File: src/rtl/morse_pkg.sv
// Shared types and defaults for the Morse keyer: state encoding, code width, timing defaults.
package morse_pkg;

    localparam int unsigned CodeW = 24;
    localparam int unsigned IdxW  = 5;
    localparam int unsigned CntW  = 24;
    localparam int unsigned GapW  = 4;

    localparam int unsigned UNIT_DIV_DEFAULT = 5000000;
    localparam int unsigned CHAR_GAP_DEFAULT = 3;
    localparam int unsigned WORD_GAP_DEFAULT = 7;

    typedef enum logic [1:0] {
        StIdle,
        StSend,
        StGap
    } state_e;

endpackage

File: src/rtl/morse_tx_if.sv
// Valid/ready code-transfer bundle between the character encoder (master) and the keyer (slave).
interface morse_tx_if;
    import morse_pkg::*;

    logic [CodeW-1:0] code;
    logic             code_valid;
    logic             code_ready;

    modport master (output code, output code_valid, input code_ready);
    modport slave (input code, input code_valid, output code_ready);

endinterface

File: src/rtl/morse_msb.sv
// Highest-set-bit locator for a code word; zero_o flags an all-zero (space) code.
module morse_msb
    import morse_pkg::*;
(
    input  logic [CodeW-1:0] code_i,
    output logic [IdxW-1:0]  idx_o,
    output logic             zero_o
);

    always_comb begin
        idx_o = '0;
        for (int i = 0; i < CodeW; i++) begin
            if (code_i[i]) idx_o = i[IdxW-1:0];
        end
    end

    assign zero_o = ~|code_i;

endmodule

File: src/rtl/morse_tx.sv
// Morse keyer: plays a right-aligned on/off pattern one bit per time unit, then a key-off gap.
// Defining MORSE_TX_TONE_EN adds TONE_DIV and a gated square-wave tone output.
module morse_tx
    import morse_pkg::*;
#(
    parameter int unsigned UNIT_DIV = UNIT_DIV_DEFAULT,
    parameter int unsigned CHAR_GAP = CHAR_GAP_DEFAULT,
    parameter int unsigned WORD_GAP = WORD_GAP_DEFAULT
`ifdef MORSE_TX_TONE_EN
    ,
    parameter int unsigned TONE_DIV = 6250
`endif
) (
    input  logic      clk,
    input  logic      rst,
    morse_tx_if.slave bus,
    output logic      key_o,
    output logic      busy_o
`ifdef MORSE_TX_TONE_EN
    ,
    output logic      tone_o
`endif
);

    localparam logic [CntW-1:0] UnitLast = CntW'(UNIT_DIV - 1);
    localparam logic [GapW-1:0] CharGap  = GapW'(CHAR_GAP);
    localparam logic [GapW-1:0] WordGap  = GapW'(WORD_GAP);

    state_e           state_q, state_d;
    logic [CntW-1:0]  cnt_q, cnt_d;
    logic [IdxW-1:0]  idx_q, idx_d;
    logic [GapW-1:0]  gap_q, gap_d;
    logic [CodeW-1:0] code_q, code_d;

    logic [IdxW-1:0] msb_idx;
    logic            code_zero;
    logic            unit_done;

    morse_msb u_msb (
        .code_i (bus.code),
        .idx_o  (msb_idx),
        .zero_o (code_zero)
    );

    assign unit_done = (cnt_q == UnitLast);

    always_comb begin
        state_d = state_q;
        cnt_d   = cnt_q;
        idx_d   = idx_q;
        gap_d   = gap_q;
        code_d  = code_q;
        case (state_q)
            StIdle: begin
                if (bus.code_valid) begin
                    cnt_d = '0;
                    if (code_zero) begin
                        state_d = StGap;
                        gap_d   = WordGap;
                    end else begin
                        state_d = StSend;
                        code_d  = bus.code;
                        idx_d   = msb_idx;
                    end
                end
            end
            StSend: begin
                if (unit_done) begin
                    cnt_d = '0;
                    if (idx_q == '0) begin
                        if (CHAR_GAP == 0) begin
                            state_d = StIdle;
                        end else begin
                            state_d = StGap;
                            gap_d   = CharGap;
                        end
                    end else begin
                        idx_d = idx_q - 1'b1;
                    end
                end else begin
                    cnt_d = cnt_q + 1'b1;
                end
            end
            StGap: begin
                if (unit_done) begin
                    cnt_d = '0;
                    gap_d = gap_q - 1'b1;
                    if (gap_q == GapW'(1)) state_d = StIdle;
                end else begin
                    cnt_d = cnt_q + 1'b1;
                end
            end
            default: state_d = StIdle;
        endcase
    end

    always_ff @(posedge clk or posedge rst) begin
        if (rst) begin
            state_q <= StIdle;
            cnt_q   <= '0;
            idx_q   <= '0;
            gap_q   <= '0;
            code_q  <= '0;
        end else begin
            state_q <= state_d;
            cnt_q   <= cnt_d;
            idx_q   <= idx_d;
            gap_q   <= gap_d;
            code_q  <= code_d;
        end
    end

    // Outputs decode straight from state so reset clears them without waiting for a clock.
    assign bus.code_ready = (state_q == StIdle);
    assign busy_o         = (state_q != StIdle);
    assign key_o          = (state_q == StSend) && code_q[idx_q];

`ifdef MORSE_TX_TONE_EN
    logic [31:0] tdiv_q, tdiv_d;
    logic        tone_q, tone_d;

    always_comb begin
        tdiv_d = '0;
        tone_d = 1'b0;
        if (key_o) begin
            if (tdiv_q == TONE_DIV - 1) begin
                tone_d = ~tone_q;
            end else begin
                tdiv_d = tdiv_q + 1'b1;
                tone_d = tone_q;
            end
        end
    end

    always_ff @(posedge clk or posedge rst) begin
        if (rst) begin
            tdiv_q <= '0;
            tone_q <= 1'b0;
        end else begin
            tdiv_q <= tdiv_d;
            tone_q <= tone_d;
        end
    end

    // Gate with key so the tone is silent on the very cycle key drops.
    assign tone_o = tone_q & key_o;
`endif

endmodule

File: src/flat_wrapper.sv
// flat-port wrapper written by rule: the top's interface ports become plain ports
module morse_tx_flat import morse_pkg::*;
#(
    parameter int unsigned UNIT_DIV = UNIT_DIV_DEFAULT,
    parameter int unsigned CHAR_GAP = CHAR_GAP_DEFAULT,
    parameter int unsigned WORD_GAP = WORD_GAP_DEFAULT

)
  (clk, rst, key_o, busy_o, bus_code, bus_code_valid, bus_code_ready);
  morse_tx_if bus_i ();
  input  logic clk;
  input  logic rst;
  output logic key_o;
  output logic busy_o;
  input wire logic [$bits(bus_i.code)-1:0] bus_code;
  input wire logic [$bits(bus_i.code_valid)-1:0] bus_code_valid;
  output wire logic [$bits(bus_i.code_ready)-1:0] bus_code_ready;
  assign bus_i.code = bus_code;
  assign bus_i.code_valid = bus_code_valid;
  assign bus_code_ready = bus_i.code_ready;
  morse_tx #(.UNIT_DIV(UNIT_DIV), .CHAR_GAP(CHAR_GAP), .WORD_GAP(WORD_GAP)) u_core (.clk(clk), .rst(rst), .bus(bus_i), .key_o(key_o), .busy_o(busy_o));
endmodule
File: config.mk
export PLATFORM = sky130hd
export DESIGN_NAME = morse_tx_flat
export DESIGN_NICKNAME = d
export VERILOG_FILES = /design/src/rtl/morse_pkg.sv /design/src/rtl/morse_tx_if.sv /design/src/rtl/morse_msb.sv /design/src/rtl/morse_tx.sv /design/src/flat_wrapper.sv
export SDC_FILE = /design/constraint.sdc
export NUM_CORES = 1
export LEC_CHECK = 0
export CORE_MARGIN = 3
export CORE_UTILIZATION = 40
export CTS_CLUSTER_SIZE = 40
export DETAILED_ROUTE_END_ITERATION = 12
export GPL_TIMING_DRIVEN = 1
export HOLD_SLACK_MARGIN = 0.08
export PLACE_DENSITY_LB_ADDON = 0.1
export SETUP_SLACK_MARGIN = 0.02
export SLEW_MARGIN = 30
export SYNTH_ARGS = -nofsm -noshare
export SYNTH_HDL_FRONTEND = slang
export SYNTH_HIERARCHICAL = 1
export SYNTH_SLANG_ARGS = --single-unit
File: constraint.sdc
create_clock -name clk -period 6 [get_ports clk]
set_clock_uncertainty 0.1 [all_clocks]
set_input_delay 1.5 -clock clk [delete_from_list [all_inputs] [get_ports clk]]
set_output_delay 1.5 -clock clk [all_outputs]
set_load 0.01 [all_outputs]
==> impl_metrics.json <==
{
  "combinationalPowerShare_pct": 42.0,
  "timing.critical_path.slowest_cell_delay_ps": 490,
  "setup_viol": 0,
  "die_width_um": 101.9,
  "grt_first_pass_wirelength_um": 14990,
  "cp_max_fanout": 23,
  "cts-resized-gates": 0,
  "use_met2_pct": 29.02,
  "worst_path_cell_trace": "clkdlybuf4s50_1 > nor4_1 > nand3_1 > nor4_2 > nand3b_1 > buf_4 > o21a_1 > a21oi_1 > o22a_1",
  "areaGrowthSynthToFinish_pct": 15.79,
  "clk_transition_reported_paths_ps": 60,
  "worst_r2r_endpoint": "u_core/gap_q[1]$_DFFE_PP0P_",
  "cts_tree": "done",
  "p_leak_nw": 1.717,
  "run_status": "complete, no violations",
  "drt_drc_violations_left": 0,
  "synth_seq_cells": 59,
  "powerDensity_mw_per_mm2": 406.2,
  "postSynthCellCount": 397,
  "startpoint_to_endpoint_class_of_the_critical_path": "in2reg",
  "power_report.internal_total_w": 0.001074,
  "multi_input_comb_area_mm2": 0.002033,
  "firstDrtPassIters": 4,
  "dr.first_iter.drc_count": 158,
  "finish.net_count": 457,
  "power.ir.vdd_worst_v": 0.0001936,
  "final.hold.worst_slack_ps": 388.9,
  "drive_gt1_share_pct": 14.55,
  "timing.slew.headroom_pct": 39.23,
  "clockRootBuffer": "sky130_fd_sc_hd__clkbuf_8",
  "global_route.usage.met1_pct": 25.61,
  "power_w": 0.001729,
  "max_cap_violations": 0,
  "unrepaired_setup_endpoints_after_global_routing": "no",
  "yosysTopAreaCellShare_pct": 40.16,
  "yosysWarnings": 6,
  "achievable-frequency_ghz": 0.2326,
  "clock_power_share_pct": 21.2,
  "number_of_i_o_pins": 30,
  "route.detailed.wl_per_inst_um": 16.82,
  "antenna_cells_inserted": 0,
  "final.setup.tns_ps": 0,
  "hold-path-cell-count": 1,
  "reg2reg_depth": 7,
  "max_slew.worst_pin.slew_ps": 903.3,
  "crit_end": "u_core/idx_q[1]$_DFFE_PP0P_",
  "holdCritStartpoint": "u_core/cnt_q[17]$_DFFE_PP0P_",
  "setup.worst_path.end_class": "register",
  "ctsHoldBuffers": 0,
  "postSynth.asyncResetShare_pct": 100.0,
  "grt_max_degree": 60,
  "gpl.final_weighted_congestion": 0.8460,
  "cts_max_level": 3,
  "vias_per_cell": 5.742,
  "finished_layout_cell_area_mm2": 0.004257,
  "core-area_mm2": 0.008806,
  "cp-start-kind": "primary input",
  "grt-busiest-layer": "met2",
  "dp_hpwl_um": 6383,
  "cts_max_path_buffers": 2,
  "sequentialPowerShare_pct": 36.7,
  "finalHoldViolations": 0,
  "power_switching_share_pct": 37.87,
  "syn_nets": 432,
  "final_util_pct": 48.34,
  "die_area_mm2": 0.01038,
  "antenna_found_initial": 0,
  "ant_nets": 0,
  "synth_ff_type": "sky130_fd_sc_hd__dfrtp_1",
  "rrSetupSlack_ps": 3020,
  "worstHoldPathType": "reg2reg",
  "n_fill_cell": 847,
  "placed_instance_area_mm2": 0.004063,
  "yosysTopAreaCell": "sky130_fd_sc_hd__dfrtp_1",
  "slew_violations": 0,
  "post_cts.repair.setup_buffers": 0,
  "synth_top_cells_by_area": "sky130_fd_sc_hd__dfrtp_1 40%, sky130_fd_sc_hd__mux2_2 8.3%, sky130_fd_sc_hd__nand2_1 3.5%",
  "grt_overflow": 0,
  "postSynthAreaPerCell_um2": 9.260,
  "routed_wirelength_um": 8980,
  "netlist_area_mm2": 0.003676,
  "post_synth_edffs": 0,
  "netlist-cell-type-count": 63,
  "portBuffers": 29,
  "use_met3_pct": 3.549,
  "critPathSlowestCell": "sky130_fd_sc_hd__clkdlybuf4s50_1",
  "grt_pass1_vias": 3019,
  "die_height_um": 101.9,
  "power.net_switching_w": 0.0006549,
  "worst_skew_pair.late_latency_ps": 340,
  "seq_area_frac_synth_pct": 40.16,
  "min_period_over_period_pct": 71.65,
  "final_period_minus_worst_setup_slack_ps": 4299,
  "numCtsBuffers": 9,
  "gr-usage-all-layers_pct": 18.37,
  "seq_area_mm2": 0.001476,
  "std_cell_rows": 34,
  "timing.rr.start": "u_core/idx_q[0]$_DFFE_PP0P_",
  "required_ps": 6120,
  "critical_path.startpoint": "bus_code[20]",
  "vias": 3066,
  "clkSinkCount": 59,
  "initial_utilization_pct": 41.74,
  "crit_path_arrival_time_ps": 4420
}
cells in the final DEF (no fill, tap or decap), drive strengths merged, types with 4 or more instances in the layout:
| master | count |
|---|---|
| a211oi | 4 |
| a21oi | 19 |
| a31oi | 7 |
| and3 | 6 |
| buf | 4 |
| clkbuf | 13 |
| clkdlybuf4s50 | 29 |
| dfrtp | 59 |
| ha | 8 |
| inv | 26 |
| mux2 | 27 |
| mux2i | 11 |
| mux4 | 4 |
| nand2 | 34 |
| nand2b | 4 |
| nand3 | 19 |
| nand3b | 5 |
| nand4 | 7 |
| nor2 | 33 |
| nor2b | 5 |
| nor3 | 9 |
| nor4 | 9 |
| o21ai | 22 |
| or2 | 4 |
| or4 | 5 |
metal layers:
metal | vias to the layer above | share of wire [%] | wire, µm
li1 | 1512 | - | -
met1 | 1507 | 50 | 4454
met2 | 40 | 47 | 4186
met3 | 7 | 2.7 | 243
met4 | 0 | 1.1 | 95
met5 | - | 0 | 0
flip-flops by register name (all words and copies together), names as in the netlist:
register,flops
u_core/idx_q,5
u_core/cnt_q,24
u_core/gap_q,4
u_core/code_q,24
u_core/state_q,2
kinds of logic (layout without fill, tap and decap cells):
group	count (synthesis)	after routing	synth area share, %
AND/OR/NAND/NOR	153	153	21.99
buffers and inverters	45	74	4.663
multiplexers	42	42	13.72
adder cells (fa/ha/maj)	8	8	2.723
AO/OA/AOI/OAI	90	90	16.75
flip-flops	59	59	40.16
worst min path at each step:
stage,end,slack [ps]
floorplan,u_core/cnt_q[17]$_DFFE_PP0P_,370
global placement,u_core/cnt_q[17]$_DFFE_PP0P_,380
detailed placement,u_core/cnt_q[17]$_DFFE_PP0P_,380
CTS,u_core/cnt_q[17]$_DFFE_PP0P_,390
global route,u_core/code_q[14]$_DFFE_PP0P_,430
finish,u_core/cnt_q[17]$_DFFE_PP0P_,390
power by group through the flow:
stage	Sequential, W	Clock (W)	Combinational [W]
2_1_floorplan	0.000589	0	0.000563
3_3_place_gp	0.000643	0	0.000723
3_5_place_dp	0.000642	0	0.000730
4_1_cts	0.000635	0.000385	0.000733
5_1_grt	0.000655	0.000398	0.000807
6_report	0.000635	0.000367	0.000727
through the flow:
stage | worst slack, ps | std cells
after floorplan | 2265 | 397
after global placement | 1536 | 519
after detailed placement | 1399 | 519
after CTS | 1747 | 534
after global routing | 1557 | 534
final | 1701 | 534
synthesized netlist by cell type, drive strengths merged (4+ instances only):
cell type / count
nor4: 9
mux2: 27
nor3: 9
and3: 6
ha: 8
mux2i: 11
a31oi: 7
dfrtp: 59
nor2b: 5
or2: 4
nand3b: 5
nand2b: 4
nand3: 19
o21ai: 22
or4: 5
nand2: 34
nand4: 7
clkbuf: 18
a21oi: 19
mux4: 4
a211oi: 4
inv: 26
nor2: 33
worst max-delay path, delay by kind of cell:
family / cells / cell delay [ps]
and+or+nand+nor: 4 / 1490
buffers and inverters: 2 / 860
AOI/OAI and AO/OA: 3 / 560
layout make-up:
class / instances / area share (%)
multi-input combinational: 293 / 47.77
sequential: 59 / 34.69
inverter: 26 / 2.293
clock inverter: 2 / 0.8230
tap: 108 / 3.175
clock buffer: 13 / 3.733
timing repair buffer: 33 / 7.525
Power figures use the tool's default switching activity.
